--- config.mk ---
export PLATFORM = sky130hd
export DESIGN_NAME = pipeline_ctrl
export DESIGN_NICKNAME = d
export VERILOG_FILES = /design/src/rtl/pipeline_ctrl_pkg.sv /design/src/rtl/pipeline_ctrl_hazard_detect.sv /design/src/rtl/pipeline_ctrl.sv
export SDC_FILE = /design/constraint.sdc
export NUM_CORES = 1
export LEC_CHECK = 0
export CORE_AREA = 2 2 112 114
export CTS_CLUSTER_DIAMETER = 200
export DETAILED_ROUTE_END_ITERATION = 8
export DIE_AREA = 0 0 114 116
export GPL_TIMING_DRIVEN = 0
export PLACE_DENSITY = 0.76
export SETUP_SLACK_MARGIN = 0.05
export SYNTH_ARGS = -nofsm -noshare
export SYNTH_HDL_FRONTEND = slang
export SYNTH_SLANG_ARGS = --single-unit
--- constraint.sdc ---
create_clock -name clk -period 4.8 [get_ports clk]
set_input_delay 1.2 -clock clk [delete_from_list [all_inputs] [get_ports clk]]
set_output_delay 1.2 -clock clk [all_outputs]
set_load 0.02 [all_outputs]
--- src/rtl/pipeline_ctrl_pkg.sv ---
// Shared types for the pipeline stall/flush/redirect sequencer.
// Holds the FSM state encoding, the pipe-control bundle and default widths.
package pipeline_ctrl_pkg;

    localparam int XLEN_DEF    = 64;
    localparam int RADDR_W_DEF = 5;

    typedef enum logic [1:0] {
        RUN      = 2'd0,
        DRAIN    = 2'd1,
        REDIRECT = 2'd2
    } ctrl_state_t;

    typedef struct packed {
        logic stall_if;
        logic stall_id;
        logic stall_ex;
        logic bubble_ex;
        logic flush_front;
        logic flush_all;
    } pipe_ctrl_t;

    function automatic pipe_ctrl_t stall_all();
        pipe_ctrl_t c;
        c          = '0;
        c.stall_if = 1'b1;
        c.stall_id = 1'b1;
        c.stall_ex = 1'b1;
        return c;
    endfunction

endpackage

--- src/rtl/pipeline_ctrl_hazard_detect.sv ---
// Load-use hazard compare between the decode operands and a load in execute.
// Purely combinational; x0 never creates a dependency.
module pipeline_ctrl_hazard_detect #(
    parameter int RADDR_W = 5
) (
    input  logic               i_id_valid,
    input  logic [RADDR_W-1:0] i_id_rs1,
    input  logic [RADDR_W-1:0] i_id_rs2,
    input  logic               i_id_use_rs1,
    input  logic               i_id_use_rs2,
    input  logic               i_ex_load,
    input  logic [RADDR_W-1:0] i_ex_rd,
    output logic               o_load_use
);

    logic w_rs1_hit;
    logic w_rs2_hit;

    assign w_rs1_hit  = i_id_use_rs1 && (i_id_rs1 == i_ex_rd);
    assign w_rs2_hit  = i_id_use_rs2 && (i_id_rs2 == i_ex_rd);
    assign o_load_use = i_id_valid && i_ex_load && (i_ex_rd != '0) && (w_rs1_hit || w_rs2_hit);

endmodule

--- src/rtl/pipeline_ctrl.sv ---
// Stall/flush/redirect sequencer for the 5-stage core: load-use and memory stalls,
// branch redirects, and trap/interrupt entry (drain memory, flush, redirect PC).
module pipeline_ctrl
    import pipeline_ctrl_pkg::*;
#(
    parameter int XLEN    = XLEN_DEF,
    parameter int RADDR_W = RADDR_W_DEF
) (
    input  logic               clk,
    input  logic               reset,
    input  logic               id_valid,
    input  logic [RADDR_W-1:0] id_rs1,
    input  logic [RADDR_W-1:0] id_rs2,
    input  logic               id_use_rs1,
    input  logic               id_use_rs2,
    input  logic               ex_load,
    input  logic [RADDR_W-1:0] ex_rd,
    input  logic               if_busy,
    input  logic               mem_busy,
    input  logic               br_taken,
    input  logic [XLEN-1:0]    br_target,
    input  logic               trap_req,
    input  logic [XLEN-1:0]    trap_target,
    input  logic               irq_pending,
    input  logic [XLEN-1:0]    irq_target,
    output logic               stall_if,
    output logic               stall_id,
    output logic               stall_ex,
    output logic               bubble_ex,
    output logic               flush_front,
    output logic               flush_all,
    output logic               pc_redirect,
    output logic [XLEN-1:0]    pc_target,
    output logic               irq_take,
    output ctrl_state_t        dbg_state
);

    ctrl_state_t         r_state;
    logic [XLEN-1:0]     r_tgt;
    logic                r_src_irq;
    logic                r_lu_q;
    logic                r_irq_mask;

    logic                w_load_use;
    logic                w_irq_ev;
    logic                w_entry;
    logic                w_lu_stall;
    logic                w_redirect;
    logic                w_irq_take;
    logic [XLEN-1:0]     w_target;
    pipe_ctrl_t          w_ctrl;

    pipeline_ctrl_hazard_detect #(
        .RADDR_W (RADDR_W)
    ) u_hazard (
        .i_id_valid   (id_valid),
        .i_id_rs1     (id_rs1),
        .i_id_rs2     (id_rs2),
        .i_id_use_rs1 (id_use_rs1),
        .i_id_use_rs2 (id_use_rs2),
        .i_ex_load    (ex_load),
        .i_ex_rd      (ex_rd),
        .o_load_use   (w_load_use)
    );

    // An interrupt waits behind a taken branch so the redirected PC is what mepc captures;
    // once taken it stays masked until irq_pending drops while back in RUN.
    assign w_irq_ev = irq_pending && !br_taken && !r_irq_mask;
    assign w_entry  = (r_state == RUN) && (trap_req || w_irq_ev);

    always_comb begin
        w_ctrl     = '0;
        w_redirect = 1'b0;
        w_irq_take = 1'b0;
        w_lu_stall = 1'b0;
        w_target   = '0;
        case (r_state)
            RUN: begin
                w_target = br_target;
                if (w_entry) begin
                    w_ctrl.stall_if = 1'b1;
                    w_ctrl.stall_id = 1'b1;
                    w_ctrl.stall_ex = mem_busy;
                end else if (br_taken && !mem_busy) begin
                    w_redirect         = 1'b1;
                    w_ctrl.flush_front = 1'b1;
                end else if (mem_busy) begin
                    w_ctrl = stall_all();
                end else if (w_load_use && !r_lu_q) begin
                    w_ctrl.stall_if  = 1'b1;
                    w_ctrl.stall_id  = 1'b1;
                    w_ctrl.bubble_ex = 1'b1;
                    w_lu_stall       = 1'b1;
                end else if (if_busy) begin
                    w_ctrl.stall_if  = 1'b1;
                    w_ctrl.bubble_ex = 1'b1;
                end
            end
            DRAIN: begin
                w_ctrl = stall_all();
            end
            REDIRECT: begin
                w_redirect       = 1'b1;
                w_target         = r_tgt;
                w_ctrl.flush_all = 1'b1;
                w_irq_take       = r_src_irq;
            end
            default: begin
                w_ctrl = '0;
            end
        endcase
    end

    always_ff @(posedge clk or negedge reset) begin
        if (!reset) begin
            r_state    <= RUN;
            r_tgt      <= '0;
            r_src_irq  <= 1'b0;
            r_lu_q     <= 1'b0;
            r_irq_mask <= 1'b0;
        end else begin
            r_lu_q <= w_lu_stall;
            case (r_state)
                RUN: begin
                    if (w_entry) begin
                        r_tgt     <= trap_req ? trap_target : irq_target;
                        r_src_irq <= !trap_req;
                        r_state   <= mem_busy ? DRAIN : REDIRECT;
                        if (!trap_req) begin
                            r_irq_mask <= 1'b1;
                        end
                    end else if (!irq_pending) begin
                        r_irq_mask <= 1'b0;
                    end
                end
                DRAIN: begin
                    if (!mem_busy) begin
                        r_state <= REDIRECT;
                    end
                end
                REDIRECT: begin
                    r_state <= RUN;
                end
                default: begin
                    r_state <= RUN;
                end
            endcase
        end
    end

    // Reset forces every control output low at once, even while inputs still request stalls.
    assign stall_if    = reset && w_ctrl.stall_if;
    assign stall_id    = reset && w_ctrl.stall_id;
    assign stall_ex    = reset && w_ctrl.stall_ex;
    assign bubble_ex   = reset && w_ctrl.bubble_ex;
    assign flush_front = reset && w_ctrl.flush_front;
    assign flush_all   = reset && w_ctrl.flush_all;
    assign pc_redirect = reset && w_redirect;
    assign irq_take    = reset && w_irq_take;
    assign pc_target   = reset ? w_target : '0;
    assign dbg_state   = r_state;

endmodule

Word level (Yosys, flattened, before mapping) --
Index checks and enable logic that the tools add are counted.
Word-level totals: bits in registers 69, input port bits 218
Operators by class: eq/ne operators 8, multiplexer cells 29, reductions and logical operators 30
Operator list (count):
- two-way mux 64 bit | 2
- one-hot mux 64 bit (2 select lines) | 1
- logical AND 1 bit | 18
- two-way mux 1 bit | 15
- == test 5 bit | 2
- one-hot mux 5 bit (2 select lines) | 1
- two-way mux 2 bit | 4
- two-way mux 3 bit | 2
- != test 2 bit (second input constant) | 3
- zero test 1 bit | 5
- nonzero test 5 bit | 1
- two-way mux 4 bit | 1
- one-hot mux 1 bit (2 select lines) | 2
- one-hot mux 2 bit (2 select lines) | 1
- AND reduction 2 bit | 2
- AND reduction 3 bit | 1
- == test 2 x 1 -> 1 bit (second input constant) | 1
- == test 2 bit (second input constant) | 1
- zero test 2 bit | 1
- logical OR 1 bit | 2
- != test 2 x 1 -> 1 bit (second input constant) | 1

Longest topological paths before layout --
word-level depth 11, depth in mapped cells 6, depth with buffers taken out 4

Hierarchy --
Synthesis repeated with hierarchy kept, for this count alone.
Second synthesis, totals: cell total of the unflattened synthesis 352, area total of the unflattened synthesis 3871.2 µm²
By module, submodules not included:
- pipeline_ctrl | instances 1, cells an instance 335, area each 3736.1 µm², sequential area each 1726.7 µm²
- pipeline_ctrl_hazard_detect | instances 1, cells an instance 17, area each 135.1 µm², sequential area each 0.0 µm²

Worst setup path after synthesis --
OpenSTA, ideal clock, no wires.
path type input port to output port, from input br_taken, to output bubble_ex, data arrival time 2359 ps, required time 3600 ps, setup slack 1241 ps, stages on the path 4, cells stage by stage or4_1 nor4b_2 nand2_1 o21ai_1
On the way: cells in the longest elaborated chain, start to end 8
RTL lines:
- start, declared | RTL line pipeline_ctrl.sv:20 | input logic br_taken,
- zero test 1 bit | RTL line pipeline_ctrl.sv:68 | assign w_irq_ev = irq_pending && !br_taken && !r_irq_mask;
- logical AND 1 bit (2 in a row) | RTL line pipeline_ctrl.sv:68
- logical OR 1 bit | RTL line pipeline_ctrl.sv:69 | assign w_entry = (r_state == RUN) && (trap_req || w_irq_ev);
- logical AND 1 bit | RTL line pipeline_ctrl.sv:69
- two-way mux 3 bit * | RTL line pipeline_ctrl.sv:80 | if (w_entry) begin
- one-hot mux 5 bit (2 select lines) * | RTL line pipeline_ctrl.sv:77 | case (r_state)
- logical AND 1 bit * | RTL line pipeline_ctrl.sv:155 | assign bubble_ex = reset && w_ctrl.bubble_ex;
- end, declared | RTL line pipeline_ctrl.sv:29 | output logic bubble_ex,
Mark *: on every way between the ends. The rest lies on a longest branch, timed or not.

Worst setup path in the final report --
Ends and elaborated chain as after synthesis.

==> reports/qor.yml <==
run_status:
  status: "finished clean"
flow_run:
  maxCapViolations: 0
power_and_ir_drop:
  power.switching_w: 0.000644
  clkPwrFrac: 0.276
  power.density_mw_per_mm2: 303
  power.leakage_nw: 3.22
  p_seq_frac: 0.369
  ir_worst_vdd_mv: 0.139
  swShare: 0.297
  p_int_w: 0.00152
  combPwrFrac: 0.355
clocking:
  clock_path_buffers: 2
  h-tree-depth: 3
  numCtsBuffers: 9
  root_buffer: "clkbuf_16"
  clock_sinks: 69
  cts.hold.buffers_added: 0
  clk_latency_ns: 0.32
  cts_tree: "yes"
  path_clk_slew_ns: 0.05
cells_and_area:
  antennaDiodeCount: 0
  nets: 876
  drive_gt1_frac: 0.0681
  post-route-util: 0.602
  areaGrowthSynthToFinish_pct: 91.3
grt:
  gr-total-overflow: 0
  grt_pass1_vias: 4482
  grt_first_pass_wirelength_mm: 23.3
  grt_max_degree: 73
  track_usage: 0.227
  antenna_found_initial: 0
yosys:
  yosysTopAreaCellShare: 0.461
  ys_types: 35
  syn_avg_cell_area_um2: 10.6
  ys_seq_area_frac: 0.461
  netlist_instances: 354
  ys_ff_latch: 69
  synth_fp_nets: 572
  netlist_area_mm2: 0.00375
  synthTopCellsByArea: "dfrtp_1 46%, a222oi_1 17%, a22o_1 15%"
  synth-warning-count: 0
  synth_largest_area_cell: "dfrtp_1"
floorplanning:
  die_w_um: 114
  rows: 40
  io_pins: 292
  fp.dieArea_mm2: 0.0132
  die_h_um: 116
  coreArea_mm2: 0.0119
  floorplan.initialDensity: 0.314
timing:
  setup_viol: 0
  slew_viol_final: 0
  tightest_slew_ns: 0.654
  fin_crit_ns: 4.72
  fin_setup_tns_ns: 0
  relSlewSlack: 0.564
  fin_worst_hold_slack_ns: 0.481
  fmax_mhz: 212
  hold_viol: 0
  fin_worst_skew_ns: 0.00381
  timing.final.crit_share: 0.983
drt:
  initialDrtViolationCount: 496
  wl_per_cell_um: 19.7
  wl_mm: 15.9
  drc: 0
  viasPerCell: 5.44
  dr.pass1.iters: 9
  vias: 4397
  ant_nets: 0
hold_path:
  hold_path_class: "reg -> reg"
placed_design:
  gp_congestion: 0.902
  io_buffer_count: 291
  dp_hpwl_mm: 12.2
setup_path:
  end_kind: "output port"
  crit_arrival_ns: 3.52
  path_max_fanout: 6
  start_kind: "primary input"
  required_ns: 3.60
  crit_type: "in -> out"
-- layer usage --
metal,share of wire,vias up,GRT usage
li1,-,2003,-
met1,0.38,2109,0.256
met2,0.52,254,0.414
met3,0.078,31,0.0523
met4,0.028,0,0.0911
met5,0,-,0
-- path summary, 6_finish.rpt --
check | cells after the start | startpoint | to | slack [ns]
min reg2reg | 1 | r_src_irq | r_src_irq | 0.48
min in group asynchronous | 1 | reset | r_tgt[10] | 0.69
max reg2reg | 6 | r_irq_mask | r_tgt[45] | 2.87
max | 6 | br_taken | bubble_ex | 0.08
max in group asynchronous | 2 | reset | r_tgt[1] | 3.70
min | 1 | r_src_irq | r_src_irq | 0.48
-- worst max-delay path, stage by stage --
cell	delay, ns
clkdlybuf4s50_1	0.54
or4_1	0.59
nor4b_2	0.35
nand2_1	0.09
o21ai_1	0.12
clkdlybuf4s50_1	0.62
-- registers in the layout, indices dropped and copies added (netlist names) --
signal / cells
r_src_irq: 1
r_irq_mask: 1
r_tgt: 64
dbg_state: 2
r_lu_q: 1
-- cell usage after synthesis --
master    number
buf_6          5
or2_1          1
inv_1         66
a21o_1         2
o21ai_1        1
nand2b_1       1
o31ai_1        1
nor2_1        10
and3b_1        2
clkbuf_1       8
a32oi_1        1
buf_4          5
a222oi_1      64
o22a_1         1
o21ai_0        1
buf_1          4
and2_1         3
nor4_1         2
o211ai_1       1
nor3_1         2
nand2_1        7
o21ai_2        1
a22o_1        64
or3_1          1
buf_2         13
nand3b_1       1
xor2_1         8
nor4b_2        1
dfrtp_1       69
xnor2_1        2
and2_0         1
nor3b_4        1
a21oi_1        2
or4_1          1
and3_1         1
-- cell type report --
| type | instances | area (um2) |
|---|---|---|
| buffer | 34 | 201 |
| clock buffer | 12 | 256 |
| clock inverter | 2 | 10.0 |
| fill | 1022 | 4740 |
| inverter | 66 | 248 |
| multi-input combinational | 184 | 1570 |
| sequential | 69 | 1730 |
| tap | 147 | 184 |
| timing repair buffer | 294 | 2970 |
-- power by group through the flow --
stage / registers [W] / logic (W) / clock network, W
2_1_floorplan: 0.000777 / 0.000381 / 0
3_3_place_gp: 0.000799 / 0.000747 / 0
3_5_place_dp: 0.000804 / 0.000769 / 0
4_1_cts: 0.000796 / 0.000771 / 0.000616
5_1_grt: 0.000812 / 0.000828 / 0.000641
6_report: 0.000800 / 0.000770 / 0.000598
-- layout by cell type, fill, tap and decap left out, types with 3 or more instances in the layout --
cell / n
buf_4: 7
and2_1: 3
buf_2: 13
nor2_1: 9
a22o_1: 64
buf_6: 5
clkdlybuf4s50_1: 290
inv_1: 66
xor2_1: 8
nand2_1: 7
clkbuf_1: 7
dfrtp_1: 69
buf_1: 4
a222oi_1: 64
clkbuf_16: 10
-- cells by family (layout without fill, tap and decap cells) --
logic type | after synthesis | count (layout) | synth area share
AND/OR/NAND/NOR | 35 | 35 | 0.0541
AO/OA/AOI/OAI | 139 | 139 | 0.341
XOR/XNOR | 10 | 10 | 0.0234
flip-flops | 69 | 69 | 0.461
buffers and inverters | 101 | 408 | 0.121
-- repair_timing --
action / in CTS / in global routing
setup buffers: 0 / 1
pin swaps: 0 / 1
resized for setup: 1 / 1
setup endpoints to repair: 30 / 32
cloned: 0 / 1
-- per-stage QoR --
stage / cell area, um2 / cells / setup slack [ns] / total power, W
4_1_cts: 7140 / 807 / 0.0676 / 0.00218
5_1_grt: 7170 / 808 / -0.000666 / 0.00228
3_3_place_gp: 6840 / 792 / -2.65 / 0.00155
2_1_floorplan: 3750 / 354 / 1.24 / 0.00116
6_report: 7170 / 808 / 0.0833 / 0.00217
3_5_place_dp: 6870 / 793 / -0.135 / 0.00157
Power figures use the tool's default switching activity.
